**src/rtl/lfsr_gen.sv**
```systemverilog
// Fibonacci LFSR pseudo-random source with runtime seed load and lock-up recovery.
// Optional period counter enabled by defining LFSR_PERIOD_CNT_EN.
module lfsr_gen #(
    parameter int unsigned      WIDTH = 8,
    parameter logic [WIDTH-1:0] TAPS  = WIDTH'(8'h1D),
    parameter logic [WIDTH-1:0] SEED  = WIDTH'(1),
    parameter int unsigned      STEP  = 1
) (
    input  logic             clk,
    input  logic             rst,
    input  logic             en,
    input  logic             load,
    input  logic [WIDTH-1:0] seed_in,
    output logic [WIDTH-1:0] dout,
    output logic             lockup,
    output logic [WIDTH-1:0] period_cnt,
    output logic             period_wrap
);

    // STEP single shifts chained combinationally; feedback enters at the MSB.
    function automatic logic [WIDTH-1:0] shift_n(input logic [WIDTH-1:0] s);
        logic [WIDTH-1:0] v;
        v = s;
        for (int unsigned i = 0; i < STEP; i++) begin
            v = {^(v & TAPS), v[WIDTH-1:1]};
        end
        return v;
    endfunction

    logic [WIDTH-1:0] stepped;
    logic [WIDTH-1:0] dout_nxt;
    logic             lockup_nxt;

    assign stepped = shift_n(dout);

    // Priority: load > lock-up recovery > en > hold.
    always_comb begin
        dout_nxt   = dout;
        lockup_nxt = 1'b0;
        if (load) begin
            if (seed_in != '0) begin
                dout_nxt = seed_in;
            end else begin
                dout_nxt   = SEED;
                lockup_nxt = 1'b1;
            end
        end else if (dout == '0) begin
            dout_nxt   = SEED;
            lockup_nxt = 1'b1;
        end else if (en) begin
            dout_nxt = stepped;
        end
    end

    always_ff @(posedge clk or posedge rst) begin
        if (rst) begin
            dout   <= SEED;
            lockup <= 1'b0;
        end else begin
            dout   <= dout_nxt;
            lockup <= lockup_nxt;
        end
    end

`ifdef LFSR_PERIOD_CNT_EN
    logic [WIDTH-1:0] active_seed;
    logic [WIDTH-1:0] cnt_q;
    logic             wrap_q;

    // Counts advances since the last (re)seed; wraps when the sequence returns to it.
    always_ff @(posedge clk or posedge rst) begin
        if (rst) begin
            active_seed <= SEED;
            cnt_q       <= '0;
            wrap_q      <= 1'b0;
        end else begin
            wrap_q <= 1'b0;
            if (load) begin
                active_seed <= (seed_in != '0) ? seed_in : SEED;
                cnt_q       <= '0;
            end else if (dout == '0) begin
                active_seed <= SEED;
                cnt_q       <= '0;
            end else if (en) begin
                if (stepped == active_seed) begin
                    cnt_q  <= '0;
                    wrap_q <= 1'b1;
                end else begin
                    cnt_q <= cnt_q + WIDTH'(1);
                end
            end
        end
    end

    assign period_cnt  = cnt_q;
    assign period_wrap = wrap_q;
`else
    assign period_cnt  = '0;
    assign period_wrap = 1'b0;
`endif

endmodule

```
**config.mk**
```make
export PLATFORM = sky130hd
export DESIGN_NAME = lfsr_gen
export DESIGN_NICKNAME = d
export VERILOG_FILES = /design/src/rtl/lfsr_gen.sv
export SDC_FILE = /design/constraint.sdc
export NUM_CORES = 1
export LEC_CHECK = 0
export ABC_AREA = 1
export CORE_MARGIN = 10
export CORE_UTILIZATION = 40
export DETAILED_ROUTE_END_ITERATION = 10
export GPL_TIMING_DRIVEN = 0
export PLACE_DENSITY = 0.77
export REMOVE_ABC_BUFFERS = 1
export SYNTH_ARGS = -nofsm -noshare
export SYNTH_HDL_FRONTEND = slang
export SYNTH_SLANG_ARGS = --single-unit
```
**constraint.sdc**
```tcl
create_clock -name clk -period 2.7 [get_ports clk]
set_input_delay 0.405 -clock clk [delete_from_list [all_inputs] [get_ports clk]]
set_output_delay 0.405 -clock clk [all_outputs]
set_load 0.02 [all_outputs]
```
==> impl_metrics.tcl, run 1 <==
set metrics [dict create \
    yosysWarningCount 0 \
    number_of_remaining_drc_errors 0 \
    flow.area_growth_from_synthesis_pct 29.64 \
    cts-root-buf "sky130_fd_sc_hd__clkbuf_4" \
    cts.repair.resized 0 \
    post_cts_hold_buffer_count 0 \
    required_ps 2300 \
    ys_seq_area_share_pct 32.91 \
    die_w_um 61.48 \
    r2r_setup_slk_ps 1360 \
    leakage_power_nw 0.4537 \
    path_depth 1 \
    ios 30 \
    fin_tns_setup_ps 0 \
    clockBufferDepth 2 \
    outcome "complete, no violations" \
    grt_setup_unrepaired "no" \
    clock_sinks 9 \
    floorplan.rows 14 \
    cell_pwr_density_nw_per_um2 517.0 \
    cap_violations 0 \
    timing.critical_path.arrival_ps 1490 \
    critPathCaptureType "output port" \
    final_nets 138 \
    final_core_utilization_pct 57.22 \
    core_um2 1559 \
    post_synth_num_cell_types 20 \
    worst_clock_skew_ps 2.966 \
    insertion_delay_ps 260 \
    achievable-frequency_mhz 527.6 \
    num_vias 676 \
    antenna_found_initial 0 \
    worstPathCellList "clkdlybuf4s50_1" \
    globalRouteTotalUtil_pct 10.29 \
    fillers 155 \
    worst_path_max_delay_cell "sky130_fd_sc_hd__clkdlybuf4s50_1" \
    final_max_slew_viol_count 0 \
    antennaDiodeCount 0 \
    routed_wire_length_per_instance_um 12.82 \
    synth-seq-cells 9 \
    proportion_of_layout_cells_with_a_drive_suffix_above_1_pct 11.29 \
    half_perimeter_wire_length_after_detailed_placement_mm 1.528 \
    dieArea_um2 3779 \
    critPathKind "register to output port" \
    placement.io_buffers 20 \
    place_ws_ps 761.9 \
    synthesized_instance_count 102 \
    starting_drc_count_in_detailed_routing 11 \
    worstPathBufferInverterCount 1 \
    timing.critical_path.max_delay_family "buffers and inverters" \
    timing.critical_path.slowest_cell_delay_ps 630 \
    ant_nets 0 \
    h-tree-depth 1 \
    finalWorstSetupSlack_ps 804.7 \
    first_pass_grt_wire_length_mm 2.911 \
    total_power_mw 0.4612 \
    number_of_global_route_vias_before_repair 713 \
    gpl.final_weighted_congestion 0.9238 \
    report.final.setup_viol 0 \
    die_y_um 61.48 \
    detail_route.first_pass.iterations 4 \
    stdcell_count 140 \
    viasPerCell 4.829 \
    post_synth.cell_area_avg_um2 6.747 \
    peakVddDrop_v 0.0002242 \
    top_fanout_value_on_the_critical_path 7 \
    globalRoute.totalOverflow 0 \
    placement.cell_area_um2 865.8 \
    layout_min_cycle_time_ps 1895 \
    netlist_area_um2 688.2 \
    drt-total-wl_mm 1.795 \
    category_of_the_worst_setup_path_launch_point "register" \
    grt_max_degree 16 \
    postLayoutCellArea_um2 892.1 \
    tritoncts "done" \
    floorplan.initialDensity_pct 44.14 \
    cts-buffers-inserted 3 \
    path_type_of_the_worst_min_delay_path "input pin to asynchronous set/reset pin" \
    final_worst_path_period_share_pct 70.20 \
    cts_setup_buffers 0 \
    report.final.hold_viol_count 0 \
    depth_of_the_most_critical_reg_to_reg_path 9 \
    placedCellCount 136 \
    path_clk_slew_ps 60 \
    fin_hold_ws_ps 402.6 \
]
routing by layer:
layer,vias to the layer above,track usage (%),routed length (µm)
met2,27,18.34,920
met4,0,6.369,36
met5,-,0,0
met1,307,10.89,720
li1,338,-,-
met3,4,2.058,117
cell families after synthesis:
kind of cell | count (synthesis) | synth area share [%]
compound gates | 11 | 10.18
fa+ha+maj | 1 | 1.818
buf+inv | 25 | 19.09
flops | 9 | 32.91
other cells | 1 | 0.5449
simple gates | 55 | 35.46
worst paths after layout:
| check | start | to |
|---|---|---|
| min in group clk | dout[0]$_DFFE_PP1P_ | dout[0]$_DFFE_PP1P_ |
| hold reg to reg | dout[0]$_DFFE_PP1P_ | dout[0]$_DFFE_PP1P_ |
| setup reg to reg | dout[3]$_DFFE_PP0P_ | dout[2]$_DFFE_PP0P_ |
| max in group asynchronous | rst | dout[0]$_DFFE_PP1P_ |
| setup / recovery | dout[0]$_DFFE_PP1P_ | dout[0] |
| hold / removal | rst | dout[7]$_DFFE_PP0P_ |
where the power goes:
group          internal, mW  switching, mW  total, mW
logic                0.0763          0.106      0.182
clock network        0.0571         0.0489      0.106
registers             0.154         0.0193      0.173
area by class of cell:
type                            instances  area, µm²  area share (%)
Tap cell                               16      20.02           2.244
Sequential cell                         9      226.5           25.39
Clock buffer                            4      26.28           2.945
Inverter                               15      58.81           6.592
Timing Repair Buffer                   20      200.2           22.44
Multi-Input combinational cell         76      360.3           40.39
Yosys cell counts:
cell type / instances / area share, %
sky130_fd_sc_hd__nor2_2: 1 / 0.91
sky130_fd_sc_hd__nor3_1: 2 / 1.5
sky130_fd_sc_hd__a21oi_1: 3 / 2.2
sky130_fd_sc_hd__nor2_1: 8 / 4.4
sky130_fd_sc_hd__ha_1: 1 / 1.8
sky130_fd_sc_hd__dfrtp_1: 8 / 29
sky130_fd_sc_hd__nand3_1: 5 / 3.6
sky130_fd_sc_hd__conb_1: 1 / 0.54
sky130_fd_sc_hd__o21ai_0: 4 / 2.9
sky130_fd_sc_hd__buf_4: 9 / 9.8
sky130_fd_sc_hd__inv_1: 14 / 7.6
sky130_fd_sc_hd__nand2_2: 2 / 1.8
sky130_fd_sc_hd__nor2_4: 2 / 3.3
sky130_fd_sc_hd__inv_4: 1 / 0.91
sky130_fd_sc_hd__buf_2: 1 / 0.73
sky130_fd_sc_hd__nand2_1: 33 / 18
sky130_fd_sc_hd__nand3b_1: 1 / 1.1
sky130_fd_sc_hd__dfstp_2: 1 / 3.8
sky130_fd_sc_hd__nand4_1: 1 / 0.91
sky130_fd_sc_hd__o21ai_2: 4 / 5.1
flip-flops by register name, indices dropped and copies added (netlist names):
register and count:
lockup 1, dout 8
layout by cell type, fill, tap and decap left out:
cell and instances:
sky130_fd_sc_hd__a21oi_1 3, sky130_fd_sc_hd__clkbuf_1 1, sky130_fd_sc_hd__clkbuf_4 3, sky130_fd_sc_hd__clkdlybuf4s50_1 20, sky130_fd_sc_hd__conb_1 9, sky130_fd_sc_hd__dfrtp_1 8
sky130_fd_sc_hd__dfstp_2 1, sky130_fd_sc_hd__ha_1 1, sky130_fd_sc_hd__inv_1 14, sky130_fd_sc_hd__inv_4 1, sky130_fd_sc_hd__nand2_1 33, sky130_fd_sc_hd__nand2_2 2
sky130_fd_sc_hd__nand3_1 5, sky130_fd_sc_hd__nand3b_1 1, sky130_fd_sc_hd__nand4_1 1, sky130_fd_sc_hd__nor2_1 8, sky130_fd_sc_hd__nor2_2 1, sky130_fd_sc_hd__nor2_4 2
sky130_fd_sc_hd__nor3_1 2, sky130_fd_sc_hd__o21ai_0 4, sky130_fd_sc_hd__o21ai_2 4
Power figures use the tool's default switching activity.
==> inputs of run 2 (changes only) <==
--- a/config.mk
+++ b/config.mk
@@ -7,10 +7,10 @@
 export LEC_CHECK = 0
 export ABC_AREA = 1
 export CORE_MARGIN = 10
-export CORE_UTILIZATION = 40
+export CORE_UTILIZATION = 37
 export DETAILED_ROUTE_END_ITERATION = 10
 export GPL_TIMING_DRIVEN = 0
-export PLACE_DENSITY = 0.77
+export PLACE_DENSITY = 0.75
 export REMOVE_ABC_BUFFERS = 1
 export SYNTH_ARGS = -nofsm -noshare
 export SYNTH_HDL_FRONTEND = slang
==> constraint.sdc (replaced) <==
create_clock -name clk -period 1.7 [get_ports clk]
set_input_delay 0.255 -clock clk [delete_from_list [all_inputs] [get_ports clk]]
set_output_delay 0.255 -clock clk [all_outputs]
set_load 0.02 [all_outputs]
==> run 2 against run 1 <==
Global-route usage shrank 0.64 points. Wire length decreased by 1.5%. Power is 58% higher. Critical path type unchanged. Largest power group unchanged. Highest routed layer unchanged.
==> impl_metrics.tcl, run 2 (same netlist as run 1, synthesis figures left out) <==
set metrics [dict create \
    cts-buffers-inserted 3 \
    core_um2 1745 \
    cts_setup_buffers 0 \
    outcome "complete, no violations" \
    required_ps 1440 \
    timing.critical_path.slowest_cell_delay_ps 640 \
    cell_pwr_density_nw_per_um2 809.3 \
    dieArea_um2 3985 \
    largest_register_ff_count 8 \
    path_type_of_the_worst_min_delay_path "input pin to asynchronous set/reset pin" \
    register_area_um2 226.5 \
    flow.area_growth_from_synthesis_pct 31.09 \
    ios 30 \
    cap_violations 0 \
    worst_clock_skew_ps 5.416 \
    proportion_of_layout_cells_with_a_drive_suffix_above_1_pct 11.29 \
    insertion_delay_ps 260 \
    clockBufferDepth 2 \
    achievable-frequency_mhz 639.5 \
    most_flop_heavy_register "dout" \
    timing.critical_path.arrival_ps 1310 \
    layout_min_cycle_time_ps 1564 \
    routed_wire_length_per_instance_um 11.87 \
    ant_nets 0 \
    leakage_power_nw 0.4549 \
    top_fanout_value_on_the_critical_path 4 \
    first_pass_grt_wire_length_mm 3.139 \
    final_max_slew_viol_count 0 \
    final_nets 138 \
    worstPathBufferInverterCount 1 \
    reg.largest.list "dout x8, lockup x1" \
    worstPathCellList "clkdlybuf4s50_1" \
    clock_sinks 9 \
    floorplan.rows 15 \
    critical_path.startpoint "dout[5]$_DFFE_PP0P_" \
    timing.critical_path.max_delay_family "buffers and inverters" \
    detail_route.first_pass.iterations 4 \
    antenna_found_initial 0 \
    worst_path_max_delay_cell "sky130_fd_sc_hd__clkdlybuf4s50_1" \
    drt-total-wl_mm 1.768 \
    globalRoute.totalOverflow 0 \
    number_of_remaining_drc_errors 0 \
    final_common_cell "sky130_fd_sc_hd__nand2_1" \
    die_w_um 63.13 \
    number_of_global_route_vias_before_repair 679 \
    viasPerCell 4.523 \
    placement.io_buffers 20 \
    report.final.setup_viol 0 \
    num_vias 674 \
    critPathKind "register to output port" \
    h-tree-depth 1 \
    report.final.hold_viol_count 0 \
    peakVddDrop_v 0.0003759 \
    multiInputGateArea_um2 360.3 \
    grtUsageMet1_pct 11.08 \
    grt_setup_unrepaired "no" \
    antennaDiodeCount 0 \
    placement.cell_area_um2 877.1 \
    starting_drc_count_in_detailed_routing 24 \
    category_of_the_worst_setup_path_launch_point "register" \
    grt_max_degree 16 \
    cts-root-buf "sky130_fd_sc_hd__clkbuf_4" \
    layout.cells.most_common_list "33 x sky130_fd_sc_hd__nand2_1, 19 x sky130_fd_sc_hd__clkdlybuf4s50_1, 14 x sky130_fd_sc_hd__inv_1" \
    gpl.final_weighted_congestion 0.8812 \
    worstReg2RegStart "dout[3]$_DFFE_PP0P_" \
    final_worst_path_period_share_pct 91.98 \
    critPathCaptureType "output port" \
    half_perimeter_wire_length_after_detailed_placement_mm 1.399 \
    postLayoutCellArea_um2 902.1 \
    global_route.usage.met2_pct 14.59 \
    globalRouteTotalUtil_pct 9.651 \
    fin_tns_setup_ps 0 \
    fillers 188 \
    groute.layer.met3.usage_pct 2.650 \
    tritoncts "done" \
    path_clk_slew_ps 60 \
    die_y_um 63.13 \
    floorplan.initialDensity_pct 39.43 \
    grt_busiest_layer "met2" \
]
run 2: changes by cell type in the layout (fill, tap and decap cells not counted), sizes merged:
cell / before / now
clkdlybuf4s50: 20 / 19
dlygate4sd2: 0 / 1
run 2: repair_timing:
item                                    in CTS  in global routing
hold buffers                                 0                  0
endpoints found under the setup margin       1                  0
resized for setup                            1                  0
run 2: per-stage QoR:
| step | hold WS [ps] | cells | power [mW] | utilization (%) | worst slack (ps) |
|---|---|---|---|---|---|
| after floorplan | 82.20 | 100 | 0.4470 | - | 379.0 |
| after global placement | 503.8 | 145 | 0.5597 | 50.25 | -53.56 |
| after detailed placement | 494.4 | 145 | 0.5651 | 50.25 | -57.22 |
| after CTS | 264.8 | 149 | 0.7355 | 51.68 | 120.5 |
| after global routing | 292.6 | 149 | 0.7866 | 51.68 | 56.72 |
| final | 270.4 | 149 | 0.7301 | 51.68 | 136.4 |
run 2: cell type report:
cell class,count,share of cell area (%)
Multi-Input combinational cell,76,39.94
Sequential cell,9,25.10
Timing Repair Buffer,20,22.05
Inverter,15,6.519
Tap cell,25,3.467
Clock buffer,4,2.913
run 2: worst paths after layout:
path,endpoint,slack [ps],cells after the start
worst max-delay path,dout[5],140,1
worst max register to register,dout[2]$_DFFE_PP0P_,320,9
worst min register to register,dout[2]$_DFFE_PP0P_,510,2
min in group clk,dout[2]$_DFFE_PP0P_,510,2
worst min-delay path,dout[3]$_DFFE_PP0P_,270,2
max in group asynchronous,dout[0]$_DFFE_PP1P_,1120,2
run 2: power by group:
| group | total (mW) | switching (mW) | internal, mW |
|---|---|---|---|
| logic | 0.289 | 0.170 | 0.119 |
| registers | 0.272 | 0.0284 | 0.244 |
| clock network | 0.169 | 0.0781 | 0.0906 |
| total | 0.730 | 0.276 | 0.454 |
run 2: layer usage:
layer	routed length, µm	share of wire, %
met4	30	1.7
met5	0	0
met1	751	42
met3	138	7.8
met2	847	48
